--- config.mk ---
export PLATFORM = sky130hd
export DESIGN_NAME = boton_eventos
export DESIGN_NICKNAME = d
export VERILOG_FILES = /design/src/rtl/boton_eventos.sv
export SDC_FILE = /design/constraint.sdc
export NUM_CORES = 1
export LEC_CHECK = 0
export CAP_MARGIN = 40
export CORE_UTILIZATION = 40
export DETAILED_ROUTE_END_ITERATION = 6
export GPL_TIMING_DRIVEN = 0
export SLEW_MARGIN = 20
export SYNTH_ARGS = -nofsm -noshare
export SYNTH_HDL_FRONTEND = slang
export SYNTH_SLANG_ARGS = --single-unit
--- constraint.sdc ---
create_clock -name clk -period 2.81 [get_ports clk]
set_input_delay 0.4215 -clock clk [delete_from_list [all_inputs] [get_ports clk]]
set_output_delay 0.4215 -clock clk [all_outputs]
set_load 0.02 [all_outputs]
--- src/rtl/boton_eventos.sv ---
// Push-button event decoder: turns a debounced button level into press/release
// edges plus short, long, double-click and auto-repeat strobes.
module boton_eventos #(
  parameter int unsigned LONG_CYCLES   = 50_000_000,
  parameter int unsigned GAP_CYCLES    = 25_000_000,
  parameter int unsigned REPEAT_CYCLES = 10_000_000,
  parameter int unsigned CNT_W         = 26
) (
  input  logic clk,
  input  logic rst,
  input  logic btn_db,
  output logic press_pulse,
  output logic release_pulse,
  output logic short_evt,
  output logic long_evt,
  output logic double_evt,
  output logic repeat_evt
);

  localparam logic [CNT_W-1:0] LONG_LAST   = CNT_W'(LONG_CYCLES - 1);
  localparam logic [CNT_W-1:0] GAP_LAST    = CNT_W'(GAP_CYCLES - 1);
  localparam logic [CNT_W-1:0] REPEAT_LAST = CNT_W'(REPEAT_CYCLES - 1);

  typedef enum logic [2:0] {
    WAIT_REL  = 3'd0,
    IDLE      = 3'd1,
    PRESS1    = 3'd2,
    WAIT_GAP  = 3'd3,
    PRESS2    = 3'd4,
    LONG_HOLD = 3'd5
  } state_e;

  state_e           state_q, state_d;
  logic [CNT_W-1:0] cnt_q, cnt_d;
  logic             btn_q;
  logic             press_d, release_d, short_d, long_d, double_d, repeat_d;

  // State, counter, edge register and registered strobes
  always_ff @(posedge clk or negedge rst) begin
    if (!rst) begin
      state_q       <= WAIT_REL;
      cnt_q         <= '0;
      btn_q         <= 1'b1;
      press_pulse   <= 1'b0;
      release_pulse <= 1'b0;
      short_evt     <= 1'b0;
      long_evt      <= 1'b0;
      double_evt    <= 1'b0;
      repeat_evt    <= 1'b0;
    end else begin
      state_q       <= state_d;
      cnt_q         <= cnt_d;
      btn_q         <= btn_db;
      press_pulse   <= press_d;
      release_pulse <= release_d;
      short_evt     <= short_d;
      long_evt      <= long_d;
      double_evt    <= double_d;
      repeat_evt    <= repeat_d;
    end
  end

  // Next state and counter; an edge on btn_db always beats a terminal count
  always_comb begin
    state_d = state_q;
    cnt_d   = cnt_q;
    unique case (state_q)
      WAIT_REL: begin
        if (!btn_db) state_d = IDLE;
      end
      IDLE: begin
        cnt_d = '0;
        if (btn_db) state_d = PRESS1;
      end
      PRESS1: begin
        if (!btn_db) begin
          state_d = WAIT_GAP;
          cnt_d   = '0;
        end else if (cnt_q == LONG_LAST) begin
          state_d = LONG_HOLD;
          cnt_d   = '0;
        end else begin
          cnt_d = cnt_q + CNT_W'(1);
        end
      end
      LONG_HOLD: begin
        if (!btn_db) state_d = IDLE;
        else if (cnt_q == REPEAT_LAST) cnt_d = '0;
        else cnt_d = cnt_q + CNT_W'(1);
      end
      WAIT_GAP: begin
        if (btn_db) state_d = PRESS2;
        else if (cnt_q == GAP_LAST) state_d = IDLE;
        else cnt_d = cnt_q + CNT_W'(1);
      end
      PRESS2: begin
        if (!btn_db) state_d = IDLE;
      end
      default: begin
        state_d = WAIT_REL;
        cnt_d   = '0;
      end
    endcase
  end

  // Strobe decode, registered above
  always_comb begin
    press_d   = 1'b0;
    release_d = 1'b0;
    short_d   = 1'b0;
    long_d    = 1'b0;
    double_d  = 1'b0;
    repeat_d  = 1'b0;
    if (state_q != WAIT_REL) begin
      press_d   = btn_db & ~btn_q;
      release_d = ~btn_db & btn_q;
    end
    unique case (state_q)
      PRESS1:    long_d   = btn_db && (cnt_q == LONG_LAST);
      LONG_HOLD: repeat_d = btn_db && (cnt_q == REPEAT_LAST);
      WAIT_GAP: begin
        double_d = btn_db;
        short_d  = !btn_db && (cnt_q == GAP_LAST);
      end
      default: ;
    endcase
  end

endmodule

Yosys cells after proc, flatten, opt, wreduce, memory -nomap -nowiden --
Index checks and enable logic that the tools add are counted.
Operators by class: add/sub/neg operators 1, equality and inequality tests 15, muxes and demuxes 20, bitwise logic cells 5, reduce and logical (&&, ||, !) cells 10
Operators by type and width (count):
- $mux W26 | 6
- $pmux W26 S4 | 1
- $add A26 B1 Y26 const B | 1
- $eq A26 B24 Y1 const B | 1
- $eq A26 B25 Y1 const B | 1
- $eq A26 B26 Y1 const B | 1
- $mux W3 | 6
- $pmux W3 S4 | 1
- $ne A2 B2 Y1 const B | 5
- $reduce_and A4 Y1 | 2
- $eq A3 B2 Y1 const B | 2
- $eq A3 B3 Y1 const B | 2
- $mux W1 | 6
- $ne A3 B3 Y1 const B | 2
- $eq A3 B1 Y1 const B | 1
- $logic_and A1 B1 Y1 | 3
- $logic_not A3 Y1 | 1
- $not A1 Y1 | 3
- $reduce_bool A3 Y1 | 1
- $reduce_or A3 Y1 | 1
- $and A1 B1 Y1 | 2
- $reduce_or A2 Y1 | 1
- $logic_not A1 Y1 | 1
Storage, ports and cells: flip-flop bits (word level) 36, output and inout port bits 6, word-level logic and storage cells 60

Depth between registers and ports, before layout --
word-level depth 4, depth in mapped cells 9

Worst setup path before layout --
No wires, ideal clock.
kind reg2reg, from register cnt_q[0], to register cnt_q[9], setup time 0.121 ns, arrival 1.957 ns, required time 2.689 ns, path slack 0.732 ns, cell stages (with the launch flop) 9, buffers on the path 1, clock period less this slack 2.078 ns, path through dfrtp_1 -> ha_1 -> and3_1 -> nand4_1 -> a21boi_1 -> or3_4 -> buf_6 -> a21o_1 -> a22o_1
On the way: longest elaborated chain between the ends 4, elaborated cells between the ends (all ways) 13, classes of those cells add/sub (1); eq/ne (4); mux (7); reduce/logical (1)
Ends and longest elaborated chain:
- from (decl) | RTL line 34 | logic [CNT_W-1:0] cnt_q, cnt_d;
- from (signal assigned) | RTL line 52 | cnt_q <= cnt_d;
- $add A26 B1 Y26, or another cell as far along | RTL line 83, 89, 94
- $mux W26 (on tied branches) | RTL line 93, 79, 88
- $mux W26 (on tied branches) | RTL line 92, 76, 87
- $pmux W26 S4 | RTL line 67 | unique case (state_q)
Several ways; a longest one is shown, not always the timed one. The select of a mux whose other input is x is not followed. A chain may end at the register's enable or synchronous reset.

Worst setup path in the final report --
from register cnt_q[0], to register cnt_q[22]
Same word-level chain as after synthesis.

==> impl_metrics.json <==
{
  "p_switching_mw": 0.721,
  "power_density_nw_per_um2": 771,
  "clk_pin_slew_ps": 80,
  "rr_startpoint": "cnt_q[0]$_DFFE_PN0P_",
  "finClkSkew_ps": 5.80,
  "synth_cells": 217,
  "finalMaxSlewViolations": 0,
  "via_count": 1830,
  "drtAntennaViolNets": 0,
  "insertion_delay_ps": 290,
  "crit_path_end_kind": "register",
  "cts_made_buffers": 5,
  "wire_per_inst_um": 16.4,
  "critPathLaunch": "cnt_q[0]$_DFFE_PN0P_",
  "gr-total-overflow": 0,
  "use_met3_pct": 3.29,
  "path_class": "register to register",
  "drc": 0,
  "timing.rr.end": "cnt_q[22]$_DFFE_PN0P_",
  "cts_buffer_depth": 2,
  "sw_frac_of_total_pct": 39.9,
  "worst_hold_slack_ps": 27.6,
  "drive_gt1_share_pct": 12.8,
  "grt_pass1_vias": 1719,
  "setup_viol": 0,
  "antenna_found_initial": 0,
  "synth_area_um2": 2070,
  "p_leak_nw": 0.963,
  "grt_pass1_wl_mm": 8.33,
  "cts_max_level": 2,
  "dp_cells": 294,
  "grt_max_degree": 24,
  "p_int_mw": 1.09,
  "drtPass1Iterations": 6,
  "ys_warn_count": 0,
  "cts.sinks": 36,
  "finalWirelength_mm": 4.95,
  "core_region_area_um2": 4850,
  "power.share.clock_pct": 21.3,
  "fin_crit_sh_pct": 91.8,
  "slew_headroom_pct": 48.1,
  "die_area_um2": 5460,
  "critical_path_required_ps": 2990,
  "gr-max-usage-layer": "met2",
  "synth_seq_cells": 36,
  "rsz0062_at_grt": "no",
  "tns_ps": 0,
  "die_h_um": 73.9,
  "avgSynthCellArea_um2": 9.53,
  "crit_path_start_kind": "register",
  "seqPwrFrac_pct": 33.1,
  "synthFlopType": "dfrtp_1",
  "utilization_pct": 48.4,
  "die_width_um": 73.9,
  "postCtsSetupBuffers": 0,
  "power.share.combinational_pct": 45.5,
  "hpwl_mm": 3.54,
  "max_freq_mhz": 387,
  "drt_iter0_drc": 122,
  "async_flop_share_pct": 100,
  "status": "complete, no violations",
  "crit_end": "cnt_q[22]$_DFFE_PN0P_",
  "synth_cell_types": 47,
  "area_growth_pct": 13.4,
  "final_cells": 302,
  "cts_tree": "yes",
  "antenna_cells": 0,
  "synth-edff-count": 0,
  "cts_root_buffer": "clkbuf_8",
  "num_io_pins": 9,
  "cts_resized": 0,
  "tightest_slew_ps": 772,
  "min_path_type": "input pin to async pin",
  "use_met1_pct": 26.8,
  "path_max_fanout": 10,
  "r2r_slack_ps": 230,
  "holdBufCountCts": 0,
  "period_needed_ps": 2580,
  "rows": 25,
  "seq_area_frac_synth_pct": 43.6,
  "met2_usage_pct": 33.3,
  "hold_viol": 0,
  "cp.arrival_ps": 2760,
  "peakVddDrop_mv": 0.361,
  "initial_core_util_pct": 42.7,
  "final_nets": 238,
  "cap_violations": 0,
  "vias_per_cell": 6.06,
  "place.gp.congestion": 0.770,
  "syn-num-nets": 221,
  "total_power_mw": 1.81,
  "grt_usage_pct": 20.4,
  "rr_worst_depth": 9,
  "io_buffer_count": 8
}
==> final cells by class <==
class | count | area, um2
fill | 462 | 2500
multi-input combinational | 166 | 1070
sequential | 36 | 902
timing repair buffer | 10 | 100
tap | 67 | 83.8
clock buffer | 6 | 82.6
buffer | 10 | 76.3
inverter | 5 | 18.8
clock inverter | 2 | 10.0
==> critical path, stage by stage, from the launching register on <==
cell	delay (ps)
dfrtp_1	410
ha_1	230
nand3_2	140
nor4_1	480
a41oi_1	210
o22ai_1	310
buf_4	240
buf_2	260
a2bb2oi_1	110
o41ai_1	70
==> flip-flops by register name (all words and copies together), names as in the netlist <==
register       flops
long_evt           1
repeat_evt         1
btn_q              1
cnt_q             26
release_pulse      1
short_evt          1
double_evt         1
press_pulse        1
state_q            3
==> cells in the mapped netlist (all sizes together) (5+ instances only) <==
cell type,instances,share of area (%)
dfrtp,35,42
nand2,30,5.4
nand3,14,3.9
a2bb2oi,12,5.1
buf,10,3.7
nand4,9,3.0
o31ai,9,3.3
a21oi,8,1.9
nor2,8,1.5
nor3,8,2.2
o21ai,8,1.9
a22o,5,2.1
and3,5,1.5
inv,5,0.91
o41ai,5,2.1
==> layout by cell type, fill, tap and decap left out, drive strengths merged, types with 6 or more instances in the layout <==
cell type	instances
a21oi	8
a2bb2oi	12
buf	13
clkbuf	6
clkdlybuf4s50	7
dfrtp	35
nand2	30
nand3	14
nand4	9
nor2	8
nor3	8
o21ai	8
o31ai	9
==> per-stage QoR <==
| stage | worst slack, ps | area (um2) |
|---|---|---|
| 6_report | 229 | 2340 |
| 5_1_grt | 77.7 | 2340 |
| 4_1_cts | 267 | 2340 |
| 3_5_place_dp | 307 | 2250 |
| 3_3_place_gp | 349 | 2230 |
| 2_1_floorplan | 732 | 2070 |
==> layer usage <==
| metal | vias to the layer above | routed length, um |
|---|---|---|
| met3 | 11 | 185 |
| li1 | 875 | - |
| met2 | 43 | 2310 |
| met5 | - | 0 |
| met4 | 0 | 97 |
| met1 | 901 | 2370 |
==> power groups by stage <==
stage	clock, mW	combinational (mW)	sequential, mW
global route	0.426	0.883	0.606
detailed placement	0	0.823	0.610
finish	0.385	0.823	0.599
CTS	0.404	0.826	0.599
global placement	0	0.813	0.608
floorplan	0	0.592	0.609
==> logic make-up (layout without fill, tap and decap cells) <==
family                     Yosys count  after routing  share of synthesized area [%]
adders and majority gates            1              1                          0.605
DFF                                 36             36                           43.6
buffers and inverters               15             33                           4.60
AOI/OAI and AO/OA                   66             66                           23.4
and+or+nand+nor                     99             99                           27.8
==> worst min path at each step <==
stage	startpoint	depth (start not counted)	slack [ps]	endpoint
finish	rst	1	30	state_q[2]$_DFFE_PN0P_
CTS	rst	1	30	state_q[2]$_DFFE_PN0P_
global route	rst	1	40	press_pulse$_DFF_PN0_
global placement	btn_q$_DFF_PN1_	1	520	release_pulse$_DFF_PN0_
floorplan	rst	0	130	cnt_q[0]$_DFFE_PN0P_
detailed placement	rst	1	350	state_q[2]$_DFFE_PN0P_
No activity file was read; power rests on OpenSTA's default activity.
